`config.mk`:
```
export PLATFORM = sky130hd
export DESIGN_NAME = alt_trigin_seq
export DESIGN_NICKNAME = d
export VERILOG_FILES = /design/src/rtl/alt_trigin_seq.sv
export SDC_FILE = /design/constraint.sdc
export NUM_CORES = 1
export LEC_CHECK = 0
export CAP_MARGIN = 10
export CORE_UTILIZATION = 35
export CTS_CLUSTER_SIZE = 24
export DETAILED_ROUTE_END_ITERATION = 8
export GPL_ROUTABILITY_DRIVEN = 0
export SYNTH_ARGS = -nofsm -noshare
export SYNTH_HDL_FRONTEND = slang
export SYNTH_SLANG_ARGS = --single-unit
```
`constraint.sdc`:
```
create_clock -name clk_i -period 1.7 [get_ports clk_i]
set_clock_uncertainty 0.05 [all_clocks]
set_input_delay 0.34 -clock clk_i [delete_from_list [all_inputs] [get_ports clk_i]]
set_output_delay 0.34 -clock clk_i [all_outputs]
set_load 0.03 [all_outputs]
```
`src/rtl/alt_trigin_seq.sv`:
```
// ============================================================================
//  Module   : alt_trigin_seq
//  Brief    : Armed timetag trigger; fires one pulse when the timebase reaches
//             a programmed (seconds, cycles) target. Define ALT_TRIGIN_LATE_EN
//             to fire on timetag >= target and flag late fires on late_o.
//  Revision : 1.0 - initial release
// ============================================================================
`default_nettype none

module alt_trigin_seq #(
  parameter int unsigned CYC_MAX = 32'd124999999
) (
  input  logic        clk_i,
  input  logic        rst_n_i,
  input  logic        en_wr_i,
  input  logic        en_dat_i,
  output logic        enable_o,
  input  logic [63:0] tgt_sec_i,
  input  logic [31:0] tgt_cyc_i,
  input  logic [63:0] tm_sec_i,
  input  logic [31:0] tm_cyc_i,
  input  logic        tm_valid_i,
  output logic        trig_o,
  output logic        late_o,
  output logic [31:0] trig_cnt_o
);

  typedef enum logic [1:0] {
    IDLE  = 2'd0,
    ARMED = 2'd1,
    FIRE  = 2'd2
  } state_t;

  state_t      state_q, state_d;
  logic [63:0] tgt_sec_q, tgt_sec_d;
  logic [31:0] tgt_cyc_q, tgt_cyc_d;
  logic        s1_vld_q, s1_vld_d;
  logic        sec_eq_q, sec_eq_d;
  logic        sec_gt_q, sec_gt_d;
  logic        cyc_eq_q, cyc_eq_d;
  logic        cyc_gt_q, cyc_gt_d;
  logic        hit_q, hit_d;
  logic        enable_q, enable_d;
  logic        trig_q, trig_d;
  logic [31:0] trig_cnt_q, trig_cnt_d;
  logic        w_match;
`ifdef ALT_TRIGIN_LATE_EN
  logic        late_hit_q, late_hit_d;
  logic        late_q, late_d;
  logic        w_late;

  assign w_match = sec_gt_q | (sec_eq_q & (cyc_gt_q | cyc_eq_q));
  assign w_late  = sec_gt_q | (sec_eq_q & cyc_gt_q);
  assign late_o  = late_q;
`else
  // eq already excludes gt; gt terms keep both stage-1 flags meaningful
  assign w_match = sec_eq_q & cyc_eq_q & ~sec_gt_q & ~cyc_gt_q;
  assign late_o  = 1'b0;
`endif

  assign enable_o   = enable_q;
  assign trig_o     = trig_q;
  assign trig_cnt_o = trig_cnt_q;

  always_comb begin
    state_d    = state_q;
    tgt_sec_d  = tgt_sec_q;
    tgt_cyc_d  = tgt_cyc_q;
    trig_d     = 1'b0;
    trig_cnt_d = trig_cnt_q;
    s1_vld_d   = (state_q == ARMED) && tm_valid_i && (tm_cyc_i <= CYC_MAX);
    sec_eq_d   = (tm_sec_i == tgt_sec_q);
    sec_gt_d   = (tm_sec_i >  tgt_sec_q);
    cyc_eq_d   = (tm_cyc_i == tgt_cyc_q);
    cyc_gt_d   = (tm_cyc_i >  tgt_cyc_q);
    hit_d      = s1_vld_q && w_match;
`ifdef ALT_TRIGIN_LATE_EN
    late_hit_d = s1_vld_q && w_late;
    late_d     = late_q;
`endif

    case (state_q)
      ARMED: begin
        if (hit_q) begin
          state_d    = FIRE;
          trig_d     = 1'b1;
          trig_cnt_d = trig_cnt_q + 32'd1;
          s1_vld_d   = 1'b0;
          hit_d      = 1'b0;
`ifdef ALT_TRIGIN_LATE_EN
          late_d     = late_q | late_hit_q;
          late_hit_d = 1'b0;
`endif
        end
      end
      FIRE:    state_d = IDLE;
      default: state_d = IDLE;
    endcase

    // A control write overrides any fire decided above and restarts the pipe
    if (en_wr_i) begin
      trig_d     = 1'b0;
      trig_cnt_d = trig_cnt_q;
      s1_vld_d   = 1'b0;
      hit_d      = 1'b0;
`ifdef ALT_TRIGIN_LATE_EN
      late_hit_d = 1'b0;
      late_d     = en_dat_i ? 1'b0 : late_q;
`endif
      if (en_dat_i) begin
        state_d   = ARMED;
        tgt_sec_d = tgt_sec_i;
        tgt_cyc_d = tgt_cyc_i;
      end else begin
        state_d   = IDLE;
      end
    end

    enable_d = (state_d == ARMED);
  end

  always_ff @(posedge clk_i or negedge rst_n_i) begin
    if (!rst_n_i) begin
      state_q    <= IDLE;
      tgt_sec_q  <= '0;
      tgt_cyc_q  <= '0;
      s1_vld_q   <= 1'b0;
      sec_eq_q   <= 1'b0;
      sec_gt_q   <= 1'b0;
      cyc_eq_q   <= 1'b0;
      cyc_gt_q   <= 1'b0;
      hit_q      <= 1'b0;
      enable_q   <= 1'b0;
      trig_q     <= 1'b0;
      trig_cnt_q <= '0;
`ifdef ALT_TRIGIN_LATE_EN
      late_hit_q <= 1'b0;
      late_q     <= 1'b0;
`endif
    end else begin
      state_q    <= state_d;
      tgt_sec_q  <= tgt_sec_d;
      tgt_cyc_q  <= tgt_cyc_d;
      s1_vld_q   <= s1_vld_d;
      sec_eq_q   <= sec_eq_d;
      sec_gt_q   <= sec_gt_d;
      cyc_eq_q   <= cyc_eq_d;
      cyc_gt_q   <= cyc_gt_d;
      hit_q      <= hit_d;
      enable_q   <= enable_d;
      trig_q     <= trig_d;
      trig_cnt_q <= trig_cnt_d;
`ifdef ALT_TRIGIN_LATE_EN
      late_hit_q <= late_hit_d;
      late_q     <= late_d;
`endif
    end
  end

endmodule

`default_nettype wire

```
# After elaboration in Yosys (flattened, before gate mapping)
# Cells that the tools add are included.
# classes
n_mux,13
n_bitwise,6
reduce_logical,5
n_eq_ne,4
order_cmp,3
addsub,1
# op_table
op,count
64-bit equality test,1
64-bit > comparator,1
32-bit by 1-bit adder with 32-bit output (second input constant),1
32-bit equality test,1
32-bit > comparator,1
32-bit by 27-bit <= comparator with 1-bit output (second input constant),1
1-bit 2-to-1 mux,10
2-bit 2-to-1 mux,3
2-bit by 1-bit equality test with 1-bit output (second input constant),2
1-bit AND,3
1-bit logical AND,3
1-bit NOT,3
3-bit AND reduction,1
2-bit AND reduction,1
# totals
input_bits,197
wordCells,44
reg_bits,138

# Longest topological paths before layout
# Gate-level depths: netlist (run 1).
# logic_depth
ltp_word,7
mapped_depth,8

# Least setup slack after synthesis (run 1)
# Ideal clock, no wire load.
# synth_path
path_kind,reg-to-reg
from,reg trig_cnt_q[4] (netlist: trig_cnt_o[4])
to,reg trig_cnt_q[29] (netlist: trig_cnt_o[29])
t_arrival_ns,1.843
n_path_buf,0
slack_ns,-0.326
path_stages_with_launch,7
t_required_ns,1.516
synth_period_minus_slack_ns,2.026
path_cell_list,dfrtp_1 > and4_1 > nand3_1 > nor3_1 > nor2b_1 > nand4_1 > xnor2_1
# synth_between
elab_chain_len,1
# synth_rtl
item,line,text
start: declaration,45,"logic [31:0] trig_cnt_q, trig_cnt_d;"
start signal: assignment,152,trig_cnt_q <= trig_cnt_d;
32-bit by 1-bit adder with 32-bit output,87,trig_cnt_d = trig_cnt_q + 32'd1;
# No other way between the ends.
# A chain may end at the register's enable or synchronous reset.

# Worst setup path in the final report (run 1)
# layout_path
from,reg tgt_sec_q[30]
to,reg sec_gt_q
# layout_between
elab_chain_len,1
# layout_rtl
item,line,text
start: declaration,35,"logic [63:0] tgt_sec_q, tgt_sec_d;"
start signal: assignment,142,tgt_sec_q <= tgt_sec_d;
64-bit > comparator,73,sec_gt_d = (tm_sec_i > tgt_sec_q);
via sec_gt_d,39,"logic sec_gt_q, sec_gt_d;"
end signal: assignment,146,sec_gt_q <= sec_gt_d;
end: declaration,39,
# The timed path passes the listed nets, and every way through them passes these cells.

==> run metrics, run 1 <==
DRT antenna net count=0; final instance area=12100 µm²; CTS tree=done; Die Height=151 µm; Mapped Area=7770 µm²; sw power=2.75 mW; Initial Utilization=35.6%; top-area cell type share of the netlist area=44.5%; vias in the first global route=6479; row cnt=54; WL final=19500 µm; H-tree Lvls=4; area leader, netlist=dfrtp_1; VDD IR-drop max=0.000716 V; total global routing overflow=0; slowest CP cell=nor4_4; status=finished, violations left; initial antenna violation count=1; Via density=4.70; Die X=151 µm; RSZ-0062 raised after global routing=yes; Hold Path Class=in2async; Net Sw Frac=27.7%; total power=9.95 mW; CORE AREA=21800 µm²; Setup violations, final=8; DP HPWL=15100 µm; non-filler cells, final=1308; worst setup margin=-0.271 ns; area grow syn2layout=56.0%; combinational share of power=22.9%; CTS root buf=clkbuf_16; DRT iter0 DRCs=124; Synth warnings=0; drt drc=0; ratio of cells with drive above 1 in the final layout=30.9%; final hold viol count=0; most frequent cells after synthesis=dfrtp_1 (138), inv_1 (100), ha_1 (97), mux2_2 (97), a21oi_1 (37); clk_lat worst skew=0.42 ns; Nets=1308; Mapped Avg Cell Area=11.0 µm²; Synth async-reset ratio=100%; CTS Buf Count=17; violated checks=setup timing; num ports=232; Crit path largest cell delay=0.41 ns; final count of pins violating max slew=0; sequential fraction of the synthesis area=44.5%; P_leak=5.67 nW; Yosys cell types=43; crit path capture type=flip-flop; crit path max fanout=2; per-cell routed wire length=14.9 µm; die area=22800 µm²; final worst path period need=1.97 ns; via count=6150; overall routing resource usage=18.0%; sequential power share=38.3%; ranking of synthesized cells by area=dfrtp_1 (44%), ha_1 (16%), mux2_2 (14%); clock power share=38.8%; Placed Cells=1268; CTS sink cnt=138; Net Count, Synth=1000; first-pass GRT wire length=31400 µm; Util after Layout=55.5%; worst-path cell chain=inv_2, ha_4, nand4_1, nor4_4, nand3_2, nor4_4, a21oi_2; Port Buffers=230; Pwr Density=821 nW/µm²; Longest Clk Path Bufs=2; EDFF count, synth=0; fillers=1965; Syn Inst Count=706; count leader, synth=dfrtp_1; synthesis-stage register bit count=138; Data required, critical path=1.94 ns; CP arrival=2.21 ns; CP startpoint kind=flip-flop; max-cap check violation count=0; first-pass iteration count of the detailed router=4; pin count of the biggest net entering global routing=48; Post-synth top flop=dfrtp_1; clk slew on worst S/H paths=0.06 ns; Pint=7.20 mW; fmax=0.507 GHz; most used cell, CP=nor4_4; critical path class=reg2reg; Final Cycle Share=116%; Placement Cell Area=11100 µm²
-- per-stage QoR --
step	setup TNS, ns	setup WS (ns)	hold slack, ns
floorplan	-0.693	-0.200	-0.00559
global placement	-24.73	-0.812	0.137
detailed placement	-25.25	-0.850	0.138
CTS	-1.08	-0.280	0.246
global route	-2.02	-0.372	0.276
finish	-0.837	-0.271	0.277
-- cell type report --
class | count | area, µm² | share of cell area, %
tap | 280 | 350 | 2.89
antenna | 1 | 2.50 | 0.0206
clock inverter | 15 | 178 | 1.47
multi-input combinational | 455 | 4430 | 36.6
timing repair buffer | 302 | 2890 | 23.9
sequential | 138 | 3470 | 28.6
clock buffer | 17 | 425 | 3.51
inverter | 100 | 375 | 3.10
-- worst paths after layout --
path / startpoint / endpoint / slack [ns] / depth (start not counted)
setup / recovery: tgt_sec_q[30]$_DFFE_PN0P_ / sec_gt_q$_DFF_PN0_ / -0.27 / 7
hold / removal: rst_n_i / tgt_sec_q[46]$_DFFE_PN0P_ / 0.28 / 2
setup reg to reg: tgt_sec_q[30]$_DFFE_PN0P_ / sec_gt_q$_DFF_PN0_ / -0.27 / 7
hold reg to reg: trig_cnt_o[31]$_DFFE_PN0P_ / trig_cnt_o[31]$_DFFE_PN0P_ / 0.43 / 1
max in group asynchronous: rst_n_i / tgt_cyc_q[19]$_DFFE_PN0P_ / 0.79 / 3
min in group clk_i: trig_cnt_o[31]$_DFFE_PN0P_ / trig_cnt_o[31]$_DFFE_PN0P_ / 0.43 / 1
-- state kept, by name (all words and copies together), names as in the netlist, 2 cells and up --
| signal | flops |
|---|---|
| state_q | 2 |
| tgt_sec_q | 64 |
| tgt_cyc_q | 32 |
| trig_cnt_o | 32 |
-- layout by cell type (no fill, tap or decap), types with 11 or more instances in the layout --
cell type          n
clkdlybuf4s50_1  193
ha_4              16
nand4_1           26
a21o_1            17
ha_1              81
inv_1             86
clkbuf_16         17
dfrtp_1          126
xnor2_1           24
dfrtp_2           12
inv_2             14
nor2_1            15
nand3_1           11
nand2_1           27
buf_4             60
dlygate4sd2_1     15
a21oi_1           28
mux2_2            97
-- timing repair --
item	CTS	global route
setup endpoints to repair	53	37
endpoints found under the hold margin	137	0
buffers inserted	4	6
pin swaps	31	35
hold buffers	1	0
gates resized for setup	101	64
-- power by group through the flow --
stage	clock network (mW)	logic [mW]	registers (mW)
after floorplan	0	1.23	3.82
after global routing	4.16	2.60	3.86
after CTS	3.99	2.26	3.81
after detailed placement	0	2.19	3.87
final	3.86	2.28	3.81
after global placement	0	2.16	3.86
-- per-layer routing --
metal / up-vias / global-route usage [%] / wire length (µm)
li1: 3076 / - / -
met2: 143 / 30.4 / 9330
met3: 18 / 5.63 / 1330
met5: - / 0 / 0
met4: 0 / 4.70 / 238
met1: 2913 / 22.1 / 8620
-- cell families (layout without fill, tap and decap cells) --
group	after synthesis	count (layout)	synth area share, %
adders and majority gates	97	97	15.6
buffers and inverters	113	434	5.60
DFF	138	138	44.5
and+or+nand+nor	142	142	9.91
AOI/OAI and AO/OA	87	87	6.81
muxes	97	97	14.1
xor gates and xnor gates	31	31	3.49
other	1	2	0.0483
-- critical path: cells and delay by family, from the launching register on --
family	cells	cell delay [ns]
and+or+nand+nor	4	1.09
DFF	1	0.36
adders and majority gates	1	0.26
buffers and inverters	1	0.05
AOI/OAI and AO/OA	1	0.05
(Power assumes the default switching activity.)
==> run 2, diff against run 1 <==
- ABC_AREA: unset -> 1
- GPL_ROUTABILITY_DRIVEN: 0 -> unset
==> run 2 against run 1 <==
The run still ends with setup timing left. Hold slack gained 0.053 ns. Clock power is essentially flat. Sequential cell count is the same. Non-clock buffer count grew 5. Core utilization shrank 0.49 points. Count of clock-buffer cells in the layout grew 2. Critical path type is now in2reg. Largest power group unchanged.
==> run metrics, run 2 <==
Synth warnings=0 (unchanged); crit path max fanout=3 (+1); slowest CP cell=clkdlybuf4s50_1; top-area cell type share of the netlist area=42.1% (-2.4 points); EDFF count, synth=0 (unchanged); die area=24100 µm² (+5.6%); Longest Clk Path Bufs=2 (unchanged); most frequent cells after synthesis=nand2_1 (166), inv_1 (154), nor2_1 (148), dfrtp_1 (138), a21oi_1 (134); Data required, critical path=2.00 ns (+0.06 ns); CTS Buf Count=17 (unchanged); first-pass GRT wire length=35300 µm (+12%); final hold viol count=0 (unchanged); DRT antenna net count=0 (unchanged); CORE AREA=22800 µm² (+4.7%); CP arrival=2.01 ns (-0.20 ns); ranking of synthesized cells by area=dfrtp_1 (42%), ha_1 (15%), a21oi_1 (8.2%); final count of pins violating max slew=0 (unchanged); area leader, netlist=dfrtp_1; Setup violations, final=2 (-6); Initial Utilization=35.9% (+0.32 points); H-tree Lvls=4 (unchanged); most frequent cells in the layout=clkdlybuf4s50_1 (189), nand2_1 (152), inv_1 (136); CTS root buf=clkbuf_16; final worst path period need=1.71 ns (-0.257 ns); Nets=1597 (+22%); violated checks=setup timing; Syn Inst Count=999 (+42%); sequential fraction of the synthesis area=42.1% (-2.4 points); Mapped Avg Cell Area=8.21 µm² (-25%); row cnt=55 (+1.9%); CP top delay family=simple AND/OR/NAND/NOR gates; fmax=0.583 GHz (+15%); worst-path cell chain=clkdlybuf4s50_1, ha_4, nand2_1, nor2_2, nand4_1, inv_2, nand4_1, nor2_1, nand2_1, a21oi_2; Hold Path Class=in2async; Pint=7.09 mW (-1.6%); max-cap check violation count=0 (unchanged); DP HPWL=16900 µm (+12%); clk slew on worst S/H paths=0.06 ns (about the same); RR Endpoint=sec_gt_q$_DFF_PN0_; Via density=4.53 (-3.6%); non-filler cells, final=1628 (+24%); combinational share of power=23.0% (about the same); via count=7379 (+20%); drt drc=0 (unchanged); clock power share=39.5% (+0.7 points); crit path capture type=flip-flop; count leader, synth=nand2_1; P_leak=6.28 nW (+11%); R2R Setup Slk=-0.01 ns (+0.26 ns); clk_lat worst skew=0.42 ns (about the same); worst path buffer plus inverter count=2 (+1); minimum hold slack=0.330 ns (+0.0531 ns); RSZ-0062 raised after global routing=yes; worst r2r src=tgt_sec_q[41]$_DFFE_PN0P_; Pwr Density=778 nW/µm² (-5.3%); Port Buffers=230 (unchanged); Mapped Area=8210 µm² (+5.6%); num ports=232 (unchanged); DRT iter0 DRCs=282 (+130%); Die Height=155 µm (+2.7%); ratio of cells with drive above 1 in the final layout=17.3% (-14 points); largest register by flop count=tgt_sec_q; Synth async-reset ratio=100% (unchanged); vias in the first global route=7182 (+11%); Crit path largest cell delay=0.45 ns (+0.04 ns); critical path class=in2reg; status=finished, violations left; # diodes=0 (-1); pin count of the biggest net entering global routing=38 (-21%); R2R depth=10 (+3); sw power=2.70 mW (-2.0%); Final Cycle Share=101% (-15 points); Net Sw Frac=27.6% (-0.075 points); VDD IR-drop max=0.000496 V (-31%); most common cell after layout, fill and taps aside=clkdlybuf4s50_1; area grow syn2layout=53.3%; Net Count, Synth=1293 (+29%); sequential power share=37.5% (-0.8 points); total global routing overflow=0 (unchanged); worst setup margin=-0.0141 ns (+0.257 ns); overall routing resource usage=18.6% (+0.57 points); CTS tree=done; gpl congestion=0.808; Die X=155 µm (+2.7%); Yosys cell types=37 (-14%); initial antenna violation count=0 (-1); CTS sink cnt=138 (unchanged); Post-synth top flop=dfrtp_1; per-cell routed wire length=13.4 µm (-10%); Largest register FFs=64 (unchanged); Placed Cells=1584 (+25%); WL final=21800 µm (+12%); first-pass iteration count of the detailed router=7 (+3); synthesis-stage register bit count=138 (unchanged); CP startpoint kind=primary input
==> run 2: power groups by stage <==
stage / Sequential, mW / Clock, mW / Combinational, mW
global route: 3.70 / 4.12 / 2.55
detailed placement: 3.72 / 0 / 2.01
global placement: 3.71 / 0 / 1.97
finish: 3.67 / 3.86 / 2.25
floorplan: 3.70 / 0 / 1.05
CTS: 3.66 / 3.97 / 2.13
==> run 2: layer usage <==
| layer | vias to the layer above | part of all wire (%) | GRT usage (%) | wire [µm] |
|---|---|---|---|---|
| met5 | - | 0 | 0 | 0 |
| met1 | 3391 | 45 | 23.8 | 9930 |
| met4 | 0 | 1.2 | 4.86 | 265 |
| met3 | 19 | 5.0 | 4.23 | 1100 |
| met2 | 160 | 48 | 31.4 | 10600 |
| li1 | 3809 | - | - | - |
==> run 2: cell families after synthesis <==
kind of cell	after synthesis	share of synthesized area, %
AOI/OAI and AO/OA	155	9.73
DFF	138	42.1
buffers and inverters	181	8.32
xor gates and xnor gates	29	3.19
muxes	2	0.274
other	1	0.0457
adders and majority gates	97	14.8
and+or+nand+nor	396	21.6
==> run 2: repair_timing <==
action / 4_1_cts / 5_1_grt
resized for setup: 76 / 75
pin swaps: 12 / 30
buffers inserted: 3 / 9
hold buffers: 1 / 0
endpoints found under the setup margin: 37 / 24
hold endpoints to repair: 28 / 0
==> run 2: area by class of cell <==
| cell class | count | area [µm²] |
|---|---|---|
| sequential | 138 | 3460 |
| clock inverter | 12 | 164 |
| inverter | 159 | 597 |
| fill | 2139 | 10300 |
| multi-input combinational | 680 | 4540 |
| clock buffer | 19 | 443 |
| timing repair buffer | 307 | 2980 |
| tap | 313 | 392 |
==> run 2: stage by stage <==
step / power [mW] / worst slack (ns) / utilization (%) / TNS [ns] / instance area, µm²
after floorplan: 4.75 / 0.00927 / - / 0 / 8210
after global placement: 5.68 / -0.444 / 50.0 / -4.96 / 11400
final: 9.78 / -0.0141 / 55.0 / -0.0153 / 12600
after CTS: 9.76 / -0.0194 / 53.5 / -0.0273 / 12200
after detailed placement: 5.73 / -0.498 / 50.0 / -5.86 / 11400
after global routing: 10.4 / -0.0824 / 55.0 / -0.234 / 12600
==> run 2: how the worst max path moves through the flow <==
stage	cells past startpoint	to	startpoint	slack [ns]
5_1_grt	9	sec_gt_q$_DFF_PN0_	tgt_sec_q[15]$_DFFE_PN0P_	-0.08
3_3_place_gp	9	cyc_gt_q$_DFF_PN0_	tm_cyc_i[31]	-0.44
2_1_floorplan	8	trig_cnt_o[28]$_DFFE_PN0P_	trig_cnt_o[13]$_DFFE_PN0P_	0.009
6_report	10	sec_gt_q$_DFF_PN0_	tm_sec_i[41]	-0.01
3_5_place_dp	9	cyc_gt_q$_DFF_PN0_	tm_cyc_i[31]	-0.50
4_1_cts	8	sec_eq_q$_DFF_PN0_	tgt_sec_q[52]$_DFFE_PN0P_	-0.02
==> run 3, diff against run 2 <==
- ABC_AREA: 1 -> unset
- CORE_MARGIN: unset -> 4
- CTS_BUF_LIST: unset -> sky130_fd_sc_hd__clkbuf_16
==> run 3 against run 2 <==
The flow still finishes with violations (setup timing). Critical path depth fell by 1. Non-clock buffer count fell by 2. Sequential power rose by 4%. First-iteration DRC count fell by 38%. Hold slack improved by 0.0045 ns. Clock power fell by 11%. Sequential share of layout area rose by 1.1 points. Power fell by 2.4%. Final area fell by 3.8%. Global-route usage fell by 1.7 points. Critical path type unchanged. Largest cell class unchanged. Highest routed layer unchanged.
==> run metrics, run 3 (synthesized netlist as in run 1, its figures left out) <==
status=finished, violations left; violated checks=setup timing; final hold viol count=0 (unchanged); CTS Buf Count=17 (unchanged); CP top delay family=buffers and inverters; total power=9.55 mW (-2.4%); crit path max fanout=2 (-1); Via density=4.77 (+5.1%); Initial Utilization=35.6% (-0.32 points); drt drc=0 (unchanged); CTS sink cnt=138 (unchanged); pin count of the biggest net entering global routing=45 (+18%); max-cap check violation count=0 (unchanged); largest register by flop count=tgt_sec_q; most frequent cells in the layout=clkdlybuf4s50_1 (192), dfrtp_1 (127), mux2_2 (97); CP startpoint kind=primary input; Reg area=3470 µm² (+0.18%); num ports=232 (unchanged); P_leak=5.70 nW (-9.2%); fillers=1949 (-8.9%); Hold Path Class=in2async; CP arrival=2.28 ns (+0.27 ns); most common cell after layout, fill and taps aside=clkdlybuf4s50_1; RSZ-0062 raised after global routing=yes; RR Endpoint=sec_gt_q$_DFF_PN0_; final count of pins violating max slew=0 (unchanged); overall routing resource usage=16.8% (-1.7 points); R2R Setup Slk=-0.29 ns (-0.28 ns); gpl congestion=0.808 (about the same); VDD IR-drop max=0.000503 V (+1.4%); clk_lat worst skew=0.41 ns (about the same); via count=6248 (-15%); crit path capture type=flip-flop; row cnt=54 (-1.8%); Nets=1311 (-18%); multi-input logic area=4430 µm² (-2.4%); DRT iter0 DRCs=174 (-38%); Util after Layout=55.5% (+0.42 points); Largest register FFs=64 (unchanged); first-pass iteration count of the detailed router=4 (-3); total global routing overflow=0 (unchanged); DRT antenna net count=0 (unchanged); CTS tree=done; dpl ws=-0.800 ns (-0.302 ns); clk slew on worst S/H paths=0.07 ns (about the same); slowest CP cell=clkdlybuf4s50_1; worst-path cell chain=clkdlybuf4s50_1, ha_4, nand4_1, nor4_2, a22oi_1, o211ai_1, a2111oi_2, buf_4, a21oi_2; fmax=0.501 GHz (-14%); CTS root buf=clkbuf_16; Die Height=157 µm (+1.2%); vias in the first global route=6621 (-7.8%); worst setup margin=-0.296 ns (-0.282 ns); Crit path largest cell delay=0.46 ns (about the same); area grow syn2layout=55.8%; Longest Clk Path Bufs=2 (unchanged); ratio of cells with drive above 1 in the final layout=30.0% (+13 points); WL final=20500 µm (-6.1%); R2R depth=8 (-2); initial antenna violation count=1 (+1); per-cell routed wire length=15.6 µm (+17%); Port Buffers=230 (unchanged); Critical Path Start=tm_sec_i[42]; final worst path period need=2.00 ns (+0.282 ns); worst r2r src=tgt_sec_q[13]$_DFFE_PN0P_; Die X=157 µm (+1.2%); first-pass GRT wire length=32900 µm (-6.6%); Pwr Density=789 nW/µm² (+1.4%); critical path class=in2reg; H-tree Lvls=4 (unchanged); die area=24600 µm² (+2.4%); Setup violations, final=13 (+11); DP HPWL=16100 µm (-5.1%); Final Cycle Share=117% (+17 points); Data required, critical path=1.98 ns (-0.02 ns); worst path buffer plus inverter count=2 (unchanged); CORE AREA=21800 µm² (-4.5%)
-- run 3: layout make-up --
class | instances | area share, %
Antenna cell | 1 | 0.0207
Clock buffer | 17 | 3.51
Tap cell | 280 | 2.89
Multi-Input combinational cell | 455 | 36.6
Timing Repair Buffer | 305 | 24.3
Inverter | 100 | 3.10
Clock inverter | 15 | 0.961
Sequential cell | 138 | 28.6
-- run 3: stage by stage --
step	setup TNS, ns	hold WS, ns	cells	area, µm²
after floorplan	-0.693	-0.00559	706	7970
after global placement	-22.91	0.212	1272	11200
after detailed placement	-24.58	0.212	1272	11200
after CTS	-0.794	0.322	1310	12000
after global routing	-2.44	0.359	1311	12100
final	-0.948	0.334	1311	12100
-- run 3: how the worst max path moves through the flow --
| stage | to | slack, ns | cells after the start |
|---|---|---|---|
| final | sec_gt_q$_DFF_PN0_ | -0.30 | 9 |
| after global routing | sec_gt_q$_DFF_PN0_ | -0.45 | 8 |
| after CTS | sec_gt_q$_DFF_PN0_ | -0.32 | 9 |
| after detailed placement | sec_gt_q$_DFF_PN0_ | -0.80 | 9 |
| after global placement | sec_gt_q$_DFF_PN0_ | -0.78 | 9 |
| after floorplan | trig_cnt_o[28]$_DFFE_PN0P_ | -0.20 | 7 |
-- run 3: worst register-to-register path: cells and delay by family (launching register included) --
family          cells  cell delay (ns)
compound gates      4             0.96
flops               1             0.34
simple gates        2             0.17
fa+ha+maj           1             0.28
buf+inv             1             0.04
-- run 3: metal layers --
metal / global-route usage [%] / wire (µm)
met1: 21.4 / 8930
met2: 28.5 / 10000
met3: 4.70 / 1240
met4: 4.09 / 321
met5: 0 / 0
-- run 3: power by group --
group | internal, mW | switching, mW | total [mW]
sequential | 3.64 | 0.177 | 3.82
clock | 1.90 | 1.55 | 3.44
combinational | 1.35 | 0.945 | 2.29
-- run 3: what timing repair did --
action                                  4_1_cts  5_1_grt
resized for setup                           106       43
setup buffers                                 5        4
hold buffers                                  1        0
endpoints found under the setup margin       49       35
endpoints found under the hold margin        27        0
pin swaps                                    33       22
